$ cat src/rtl/pc_sequencer_if.sv
// Decoder/sequencer bus for pc_sequencer: control strobes in, program counter
// and status out. The master side is the decoder, the slave side is the sequencer.
interface pc_sequencer_if #(
  parameter int unsigned D = 12
);
  logic         start;
  logic [D-1:0] start_addr;
  logic         stall;
  logic         op_rel;
  logic         op_abs;
  logic         op_call;
  logic         op_ret;
  logic         op_halt;
  logic         flag;
  logic         invert;
  logic [D-1:0] target;
  logic [D-1:0] prog_ctr;
  logic         busy;
  logic         done;
  logic         ras_err;

  modport master (
    output start, start_addr, stall,
    output op_rel, op_abs, op_call, op_ret, op_halt,
    output flag, invert, target,
    input  prog_ctr, busy, done, ras_err
  );

  modport slave (
    input  start, start_addr, stall,
    input  op_rel, op_abs, op_call, op_ret, op_halt,
    input  flag, invert, target,
    output prog_ctr, busy, done, ras_err
  );
endinterface

$ cat src/rtl/pc_sequencer.sv
// pc_sequencer: program-flow controller owning the program counter.
// Sequences IDLE/RUN/HALT, resolves conditional relative/absolute branches,
// honours stall, and with PC_SEQ_RAS_EN defined keeps a call/return stack of
// DEPTH entries with a sticky overflow/underflow error. Without PC_SEQ_RAS_EN
// op_call/op_ret behave as plain sequential steps and ras_err is held at 0.
module pc_sequencer #(
  parameter int unsigned D     = 12,
  parameter int unsigned DEPTH = 4
) (
  input logic           clk,
  input logic           reset,
  pc_sequencer_if.slave bus
);

  typedef enum logic [1:0] {
    IDLE = 2'd0,
    RUN  = 2'd1,
    HALT = 2'd2
  } state_t;

  state_t       state_q, state_d;
  logic [D-1:0] pc_q, pc_d;
  logic         taken;

`ifdef PC_SEQ_RAS_EN
  localparam int unsigned SPW = $clog2(DEPTH + 1);
  localparam int unsigned AW  = (DEPTH > 1) ? $clog2(DEPTH) : 1;

  logic [D-1:0]   stack [DEPTH];
  logic [SPW-1:0] sp_q, sp_d;
  logic           err_q, err_d;
  logic           push;
  logic [AW-1:0]  wr_idx;
  logic [AW-1:0]  rd_idx;

  assign wr_idx = AW'(sp_q);
  assign rd_idx = AW'(sp_q - SPW'(1));
`endif

  assign taken = bus.flag ^ bus.invert;

  // State, program counter and stack pointer registers; reset wins over all.
  always_ff @(posedge clk) begin
    if (reset) begin
      state_q <= IDLE;
      pc_q    <= '0;
`ifdef PC_SEQ_RAS_EN
      sp_q    <= '0;
      err_q   <= 1'b0;
`endif
    end else begin
      state_q <= state_d;
      pc_q    <= pc_d;
`ifdef PC_SEQ_RAS_EN
      sp_q    <= sp_d;
      err_q   <= err_d;
`endif
    end
  end

`ifdef PC_SEQ_RAS_EN
  // Return-address storage; written only on an accepted call.
  always_ff @(posedge clk) begin
    if (!reset && push) begin
      stack[wr_idx] <= pc_q + D'(1);
    end
  end
`endif

  // Next state and next program counter, strobes resolved by fixed priority.
  always_comb begin
    state_d = state_q;
    pc_d    = pc_q;
`ifdef PC_SEQ_RAS_EN
    sp_d    = sp_q;
    err_d   = err_q;
    push    = 1'b0;
`endif
    unique case (state_q)
      IDLE, HALT: begin
        if (bus.start) begin
          state_d = RUN;
          pc_d    = bus.start_addr;
`ifdef PC_SEQ_RAS_EN
          sp_d    = '0;
          err_d   = 1'b0;
`endif
        end
      end
      RUN: begin
        if (!bus.stall) begin
          if (bus.op_halt) begin
            state_d = HALT;
          end
`ifdef PC_SEQ_RAS_EN
          else if (bus.op_ret) begin
            if (sp_q == '0) begin
              err_d   = 1'b1;
              state_d = HALT;
            end else begin
              pc_d = stack[rd_idx];
              sp_d = sp_q - SPW'(1);
            end
          end else if (bus.op_call) begin
            if (sp_q == SPW'(DEPTH)) begin
              err_d   = 1'b1;
              state_d = HALT;
            end else begin
              push = 1'b1;
              sp_d = sp_q + SPW'(1);
              pc_d = bus.target;
            end
          end
`else
          // Without a stack, call/return still occupy their priority slot
          // and simply advance to the next instruction.
          else if (bus.op_ret || bus.op_call) begin
            pc_d = pc_q + D'(1);
          end
`endif
          else if (bus.op_abs && taken) begin
            pc_d = bus.target;
          end else if (bus.op_rel && taken) begin
            pc_d = pc_q + bus.target;
          end else begin
            pc_d = pc_q + D'(1);
          end
        end
      end
      default: begin
        state_d = IDLE;
      end
    endcase
  end

  // Status outputs decoded from the registered state.
  always_comb begin
    bus.prog_ctr = pc_q;
    bus.busy     = (state_q == RUN);
    bus.done     = (state_q == HALT);
`ifdef PC_SEQ_RAS_EN
    bus.ras_err  = err_q;
`else
    bus.ras_err  = 1'b0;
`endif
  end

endmodule

$ cat src/flat_wrapper.sv
// flat-port wrapper written by rule: the top's interface ports become plain ports
module pc_sequencer_flat 
#(
  parameter int unsigned D     = 12,
  parameter int unsigned DEPTH = 4
)
  (clk, reset, bus_start, bus_start_addr, bus_stall, bus_op_rel, bus_op_abs, bus_op_call, bus_op_ret, bus_op_halt, bus_flag, bus_invert, bus_target, bus_prog_ctr, bus_busy, bus_done, bus_ras_err);
  pc_sequencer_if #(.D(D)) bus_i ();
  input logic clk;
  input logic reset;
  input wire logic [$bits(bus_i.start)-1:0] bus_start;
  input wire logic [$bits(bus_i.start_addr)-1:0] bus_start_addr;
  input wire logic [$bits(bus_i.stall)-1:0] bus_stall;
  input wire logic [$bits(bus_i.op_rel)-1:0] bus_op_rel;
  input wire logic [$bits(bus_i.op_abs)-1:0] bus_op_abs;
  input wire logic [$bits(bus_i.op_call)-1:0] bus_op_call;
  input wire logic [$bits(bus_i.op_ret)-1:0] bus_op_ret;
  input wire logic [$bits(bus_i.op_halt)-1:0] bus_op_halt;
  input wire logic [$bits(bus_i.flag)-1:0] bus_flag;
  input wire logic [$bits(bus_i.invert)-1:0] bus_invert;
  input wire logic [$bits(bus_i.target)-1:0] bus_target;
  output wire logic [$bits(bus_i.prog_ctr)-1:0] bus_prog_ctr;
  output wire logic [$bits(bus_i.busy)-1:0] bus_busy;
  output wire logic [$bits(bus_i.done)-1:0] bus_done;
  output wire logic [$bits(bus_i.ras_err)-1:0] bus_ras_err;
  assign bus_i.start = bus_start;
  assign bus_i.start_addr = bus_start_addr;
  assign bus_i.stall = bus_stall;
  assign bus_i.op_rel = bus_op_rel;
  assign bus_i.op_abs = bus_op_abs;
  assign bus_i.op_call = bus_op_call;
  assign bus_i.op_ret = bus_op_ret;
  assign bus_i.op_halt = bus_op_halt;
  assign bus_i.flag = bus_flag;
  assign bus_i.invert = bus_invert;
  assign bus_i.target = bus_target;
  assign bus_prog_ctr = bus_i.prog_ctr;
  assign bus_busy = bus_i.busy;
  assign bus_done = bus_i.done;
  assign bus_ras_err = bus_i.ras_err;
  pc_sequencer #(.D(D), .DEPTH(DEPTH)) u_core (.clk(clk), .reset(reset), .bus(bus_i));
endmodule
$ cat config.mk
export PLATFORM = sky130hd
export DESIGN_NAME = pc_sequencer_flat
export DESIGN_NICKNAME = d
export VERILOG_FILES = /design/src/rtl/pc_sequencer_if.sv /design/src/rtl/pc_sequencer.sv /design/src/flat_wrapper.sv
export SDC_FILE = /design/constraint.sdc
export NUM_CORES = 1
export LEC_CHECK = 0
export ABC_AREA = 1
export CAP_MARGIN = 15
export CELL_PAD_IN_SITES_DETAIL_PLACEMENT = 1
export CELL_PAD_IN_SITES_GLOBAL_PLACEMENT = 2
export CORE_MARGIN = 4
export CORE_UTILIZATION = 22
export DETAILED_ROUTE_END_ITERATION = 8
export HOLD_SLACK_MARGIN = 0.03
export PLACE_DENSITY = 0.76
export SYNTH_ARGS = -nofsm -noshare
export SYNTH_HDL_FRONTEND = slang
export SYNTH_SLANG_ARGS = --single-unit
$ cat constraint.sdc
create_clock -name clk -period 1.75 [get_ports clk]
set_input_delay 0.2625 -clock clk [delete_from_list [all_inputs] [get_ports clk]]
set_output_delay 0.2625 -clock clk [all_outputs]
set_load 0.03 [all_outputs]
==> metrics.csv, run 1 <==
stage,metric,value,unit
clock_network,H-Tree Depth,1,
global_routing,Global Route Usage Sum,0.152,
run,max-cap viol count,0,
drt,vias,2390,
cells_and_area,most frequent cells in the layout,"nand2_1 (70), buf_4 (55), inv_1 (44), clkdlybuf4s50_1 (25), a21oi_1 (24)",
yosys,synth warn,0,
power,Clock power frac,0.187,
yosys,Seq cells post-synth,14,
floorplanning,Die W,99.7,um
cells_and_area,"most common cell after layout, fill and taps aside",nand2_1,
floorplanning,Die Y,99.7,um
yosys,Synth Net Count,364,
yosys,Synth Area per Inst,5.86,um^2
cells_and_area,Filler cells,1044,
cells_and_area,"Area growth, synth to finish",73.5,%
placement,final RePlAce weighted congestion,0.832,
drt,Detailed Route WL,7.65,mm
power,combinational share of power,0.590,
global_routing,Overflow after GRT,0,
global_routing,first-pass GRT wire length,12.2,mm
floorplanning,Starting Density,0.225,
cells_and_area,diodes inserted,0,
timing,unrepaired setup endpoints after global routing,true,
placement,Port Buffer Count,48,
power,Peak supply drop,0.309,mV
min_path,HP Class,reg2reg,
clock_network,total CTS buffers,3,
drt,Routed Antenna Nets,0,
cells_and_area,# nets final,468,
power,switching power,0.000758,W
critical_path,kind of critical path,reg2reg,
power,PD cells,563,nW/um^2
timing,Tcrit/Tclk final,1.05,
floorplanning,Site Rows,33,
critical_path,Critical Path RT,1.89,ns
clock_network,Root Buffer,clkbuf_8,
power,design internal power,0.00105,W
clock_network,hold_buf cts,0,
floorplanning,full die area,9940,um^2
global_routing,vias in the first global route,2538,
critical_path,crit-path cells,"ha_4, inv_2, fa_2, inv_2, nand3_2, nand2_2, nand2_2, buf_4, nand3_1, nand3_1, o211ai_1, nand3_1, nand2_1, a21oi_1",
clock_network,CTS sink cnt,14,
critical_path,Crit path arrival time,1.98,ns
critical_path,crit-path max FO,3,
critical_path,R2R depth,14,
min_path,Hold Crit Depth,2,
drt,drt initial violations,70,
timing,final setup fails,5,
cells_and_area,layout cells sized above 1,0.337,
outcome,failing checks,negative setup slack,
power,LEAKAGE,1.55,nW
power,switch share,0.420,
clock_network,worst-skew pair later-pin latency,0.25,ns
timing,Setup WS post-layout,-0.0832,ns
timing,Worst Hold Margin,0.546,ns
global_routing,initial antenna violation count,0,
global_routing,largest net degree at the start of global routing,15,
outcome,status,"finished, violations left",
timing,Slew Limit Fails,0,
power,power consumption,0.00181,W
critical_path,Critical Path Source Type,flip-flop,
yosys,Mapped Cells,316,
placement,post-DP HPWL,6.19,mm
drt,DR pass1 iterations,4,
drt,drt drc,0,
drt,Routed WL per cell,14.6,um
clock_network,CTS tree,built,
timing,minimum clock period,1.83,ns
floorplanning,Core ar.,8220,um^2
floorplanning,io pins,50,
critical_path,slowest cell on the critical path,dfxtp_4,
clock_network,clock slew seen by the registers of the worst setup and hold paths,0.07,ns
critical_path,CP max stage delay,0.37,ns
yosys,"Distinct cells, synth",34,
critical_path,CP endpoint kind,flip-flop,
timing,Clock Skews,0.00128,ns
critical_path,CP most frequent cell,nand3_1,
yosys,sequential cell area fraction in the yosys report,0.151,
timing,Fmax,546,MHz
clock_network,clock tree buffer depth,2,
drt,Vias/cell,4.56,
timing,"Hold Violations, Final",0,
yosys,mapped cell area,1850,um^2
power,Sequential Power Share,0.223,
==> synth_stat cells <==
cell type / number / share of area
fa_1: 1 / 0.011
conb_1: 1 / 0.0020
a21oi_2: 7 / 0.033
o21bai_1: 4 / 0.016
clkbuf_1: 1 / 0.0020
o22ai_1: 1 / 0.0034
nand4_1: 4 / 0.014
or2_2: 4 / 0.014
nand2_1: 86 / 0.17
inv_2: 3 / 0.0061
a21oi_1: 32 / 0.087
dfxtp_1: 14 / 0.15
inv_1: 48 / 0.097
nor3_1: 2 / 0.0054
o21ai_0: 23 / 0.062
nand3_1: 28 / 0.076
nand3_2: 1 / 0.0054
o211ai_1: 4 / 0.016
buf_2: 1 / 0.0027
or2_4: 1 / 0.0047
ha_1: 12 / 0.081
buf_4: 1 / 0.0041
nor2_1: 18 / 0.037
nor2_2: 1 / 0.0034
nor2_4: 1 / 0.0061
buf_1: 1 / 0.0020
xnor2_1: 3 / 0.014
a21boi_0: 1 / 0.0041
buf_6: 3 / 0.018
nand3_4: 1 / 0.0095
nand3b_1: 1 / 0.0041
a22oi_2: 1 / 0.0068
or2_1: 1 / 0.0034
xor2_1: 5 / 0.024
==> sequential cells by signal (all words and copies together), names as in the netlist <==
name                 count
u_core.state_q           2
u_core.bus.prog_ctr     12
==> power by group through the flow <==
stage,Combinational [W],Sequential (W),Clock [W]
4_1_cts,0.000991,0.000399,0.000340
5_1_grt,0.00118,0.000408,0.000348
3_3_place_gp,0.000920,0.000395,0
2_1_floorplan,0.000441,0.000460,0
3_5_place_dp,0.000939,0.000396,0
6_report,0.00107,0.000403,0.000338
==> routing by layer <==
layer,share of wire,GRT usage
met1,0.45,0.188
met2,0.51,0.283
met3,0.026,0.0154
met4,0.012,0.0294
met5,0,0
==> path summary, 6_finish.rpt <==
| check | slack, ns | from | end |
|---|---|---|---|
| hold reg to reg | 0.55 | u_core.bus.prog_ctr[11]$_SDFFE_PP0P_ | u_core.bus.prog_ctr[11]$_SDFFE_PP0P_ |
| setup / recovery | -0.08 | u_core.bus.prog_ctr[0]$_SDFFE_PP0P_ | u_core.bus.prog_ctr[6]$_SDFFE_PP0P_ |
| hold / removal | 0.55 | u_core.bus.prog_ctr[11]$_SDFFE_PP0P_ | u_core.bus.prog_ctr[11]$_SDFFE_PP0P_ |
| setup reg to reg | -0.08 | u_core.bus.prog_ctr[0]$_SDFFE_PP0P_ | u_core.bus.prog_ctr[6]$_SDFFE_PP0P_ |
==> layout make-up <==
type	count	area [um^2]	share of cell area
clock buffers	4	55.1	0.0171
inverters	51	191	0.0596
multi-input cells	244	1620	0.505
flip-flops and latches	14	297	0.0924
well taps	105	131	0.0409
repair buffers	106	913	0.284
==> repair_timing <==
action / in CTS / in global routing
gates resized for setup: 46 / 46
setup endpoints to repair: 14 / 14
endpoints found under the hold margin: 0 / 0
pin swaps: 2 / 18
buffers inserted: 2 / 4
==> stage by stage <==
step	TNS, ns	setup WS (ns)	cell area, um^2	utilization	instances
detailed placement	-5.23	-0.622	2820	0.343	514
global placement	-4.61	-0.545	2820	0.343	514
finish	-0.288	-0.0832	3210	0.391	524
CTS	-0.130	-0.0603	3020	0.368	520
floorplan	-0.0942	-0.0665	1870	-	316
global route	-1.27	-0.243	3210	0.391	524
==> cells by family (layout without fill, tap and decap cells) <==
| family | Yosys count | in the layout | synth area share |
|---|---|---|---|
| compound gates | 73 | 73 | 0.229 |
| xor+xnor | 8 | 8 | 0.0379 |
| buf+inv | 58 | 161 | 0.133 |
| fa+ha+maj | 13 | 13 | 0.0920 |
| flops | 14 | 14 | 0.151 |
| other cells | 1 | 1 | 0.00203 |
| simple gates | 149 | 149 | 0.356 |
==> worst max-delay path: cells and delay by family, from the launching register on <==
family	cells	cell delay (ns)
buffers and inverters	3	0.22
adders and majority gates	2	0.48
AOI/OAI and AO/OA	2	0.13
DFF	1	0.37
and+or+nand+nor	7	0.53
(Power assumes the default switching activity.)
==> run 2, diff against run 1 <==
PLACE_DENSITY = 0.72   (was 0.76)
SETUP_SLACK_MARGIN = 0.3   (was not set)
==> metrics.csv, run 2 (synthesized netlist as in run 1, its figures left out) <==
stage,metric,value,unit,change
power,LEAKAGE,1.60,nW,+3.4%
critical_path,slowest cell on the critical path,dfxtp_4,,
critical_path,crit-path cells,"ha_4, inv_2, fa_2, inv_2, nand3_2, nand2_2, buf_4, xor2_1, o22ai_1, nand2_1, o211ai_1, a21oi_1",,
global_routing,Global Route Usage Sum,0.154,,+0.00177
floorplanning,Starting Density,0.225,,unchanged
critical_path,CP endpoint kind,flip-flop,,
clock_network,CTS tree,built,,
drt,Vias/cell,4.53,,-0.78%
floorplanning,Die Y,99.7,um,unchanged
global_routing,largest net degree at the start of global routing,15,,unchanged
clock_network,worst-skew pair later-pin latency,0.25,ns,about the same
outcome,failing checks,negative setup slack,,
clock_network,H-Tree Depth,1,,unchanged
clock_network,clock tree buffer depth,2,,unchanged
cells_and_area,diodes inserted,0,,unchanged
min_path,HP Class,reg2reg,,
critical_path,flop-to-flop setup slack,-0.1,ns,-0.02 ns
cells_and_area,non-filler instance count after layout,533,,+1.7%
clock_network,clock slew seen by the registers of the worst setup and hold paths,0.06,ns,about the same
run,max-cap viol count,0,,unchanged
drt,Routed Antenna Nets,0,,unchanged
floorplanning,Core ar.,8220,um^2,unchanged
global_routing,initial antenna violation count,0,,unchanged
floorplanning,full die area,9940,um^2,unchanged
clock_network,Root Buffer,clkbuf_8,,
critical_path,CP most frequent cell,inv_2,,
critical_path,CP endpoint,u_core.bus.prog_ctr[4]$_SDFFE_PP0P_,,
timing,unrepaired setup endpoints after global routing,true,,
floorplanning,io pins,50,,unchanged
drt,drt initial violations,59,,-16%
cells_and_area,most frequent cells in the layout,"buf_4 (59), nand2_1 (58), inv_1 (38), dlygate4sd2_1 (25), nand2_2 (21)",,
drt,DR pass1 iterations,4,,unchanged
critical_path,crit-path max FO,3,,unchanged
drt,Routed WL per cell,14.5,um,-0.53%
placement,final RePlAce weighted congestion,0.779,,-6.3%
power,Peak supply drop,0.296,mV,-4.0%
timing,"Hold Violations, Final",0,,unchanged
timing,Clock Skews,0.00750,ns,+0.00622 ns
clock_network,total CTS buffers,3,,unchanged
timing,Fmax,541,MHz,-0.85%
clock_network,hold_buf cts,0,,unchanged
timing,Tcrit/Tclk final,1.06,,+0.00895
critical_path,Crit path arrival time,1.97,ns,about the same
drt,vias,2412,,+0.92%
critical_path,Critical Path RT,1.87,ns,-0.02 ns
outcome,status,"finished, violations left",,
placement,post-DP HPWL,6.45,mm,+4.1%
cells_and_area,"most common cell after layout, fill and taps aside",buf_4,,
critical_path,kind of critical path,reg2reg,,
global_routing,Overflow after GRT,0,,unchanged
timing,Setup WS post-layout,-0.0988,ns,-0.0157 ns
floorplanning,Die W,99.7,um,unchanged
cells_and_area,"Area growth, synth to finish",88.0,%,
timing,final setup fails,3,,-2
cells_and_area,max reg flops,12,,unchanged
global_routing,first-pass GRT wire length,12.2,mm,+0.45%
floorplanning,Site Rows,33,,unchanged
critical_path,CP Launch Point,u_core.bus.prog_ctr[0]$_SDFFE_PP0P_,,
critical_path,Critical Path Source Type,flip-flop,,
timing,Slew Limit Fails,0,,unchanged
cells_and_area,"Design Area, Final",3480,um^2,+8.3%
clock_network,CTS sink cnt,14,,unchanged
placement,Placement Cell Area,2960,um^2,+4.8%
timing,minimum clock period,1.85,ns,+0.0157 ns
cells_and_area,layout cells sized above 1,0.451,,+0.114
cells_and_area,# nets final,477,,+1.9%
power,PD cells,535,nW/um^2,-5.0%
drt,drt drc,0,,unchanged
critical_path,R2R depth,12,,-2
drt,Detailed Route WL,7.74,mm,+1.2%
critical_path,CP max stage delay,0.37,ns,about the same
global_routing,vias in the first global route,2540,,+0.079%
power,power consumption,0.00186,W,+2.9%
placement,Port Buffer Count,48,,unchanged
critical_path,Crit Reg-Reg Endpoint,u_core.bus.prog_ctr[4]$_SDFFE_PP0P_,,
critical_path,R2R Path Start,u_core.bus.prog_ctr[0]$_SDFFE_PP0P_,,
placement,placed cells,507,,-1.4%
==> run 2: cell count changes in the layout (fill, tap and decap cells not counted), moves of 5 or more <==
cell	delta
dfxtp_1	-6
nand2_2	+7
nand2_1	-12
inv_1	-6
dlygate4sd2_1	+6
nand2_4	+5
a21oi_1	-6
clkdlybuf4s50_1	-5
dfxtp_4	+8
==> run 2: power by group <==
part	internal [W]	total [W]	leakage, nW	switching (W)
combinational	0.000546	0.00116	1.45	0.000612
clock	0.000161	0.000279	0.0228	0.000118
sequential	0.000357	0.000422	0.123	0.0000644
total	0.00106	0.00186	1.60	0.000795
==> run 2: how the worst min path moves through the flow <==
stage | from | to | slack [ns] | depth (start not counted)
after floorplan | reset | u_core.bus.prog_ctr[0]$_SDFFE_PP0P_ | 0.32 | 1
after global placement | u_core.bus.prog_ctr[11]$_SDFFE_PP0P_ | u_core.bus.prog_ctr[11]$_SDFFE_PP0P_ | 0.54 | 2
after detailed placement | u_core.state_q[0]$_SDFFE_PP0P_ | u_core.state_q[1]$_SDFFE_PP0P_ | 0.56 | 3
after CTS | u_core.bus.prog_ctr[11]$_SDFFE_PP0P_ | u_core.bus.prog_ctr[11]$_SDFFE_PP0P_ | 0.58 | 2
after global routing | u_core.bus.prog_ctr[11]$_SDFFE_PP0P_ | u_core.bus.prog_ctr[11]$_SDFFE_PP0P_ | 0.61 | 2
final | u_core.bus.prog_ctr[11]$_SDFFE_PP0P_ | u_core.bus.prog_ctr[11]$_SDFFE_PP0P_ | 0.57 | 2
==> run 2: repair_timing <==
action,4_1_cts,5_1_grt
pin swaps,28,31
resized for setup,75,57
setup endpoints to repair,26,15
buffers inserted,6,16
==> run 2: routing by layer <==
layer  share of wire  track usage
met5               0            0
met4          0.0044       0.0221
met3           0.020       0.0147
met2            0.51        0.276
met1            0.47        0.202
==> run 2: area by class of cell <==
type                       count  area (um^2)
clock buffer                   4         45.0
fill                        1038         4740
inverter                      51          198
multi-input combinational    244         1800
sequential                    14          324
tap                          105          131
timing repair buffer         115          981
==> run 2: critical path: cells and delay by family (launching register included) <==
family	cells	cell delay [ns]
buf+inv	3	0.22
simple gates	3	0.24
xor+xnor	1	0.06
fa+ha+maj	2	0.49
compound gates	3	0.36
flops	1	0.37
==> run 2: stage by stage <==
| stage | setup WS, ns | TNS (ns) | hold WS [ns] | utilization |
|---|---|---|---|---|
| floorplan | -0.0533 | -0.0846 | 0.322 | - |
| global placement | -0.542 | -4.26 | 0.542 | 0.360 |
| detailed placement | -0.638 | -5.00 | 0.558 | 0.360 |
| CTS | -0.0813 | -0.187 | 0.580 | 0.385 |
| global route | -0.191 | -0.922 | 0.614 | 0.423 |
| finish | -0.0988 | -0.170 | 0.575 | 0.423 |
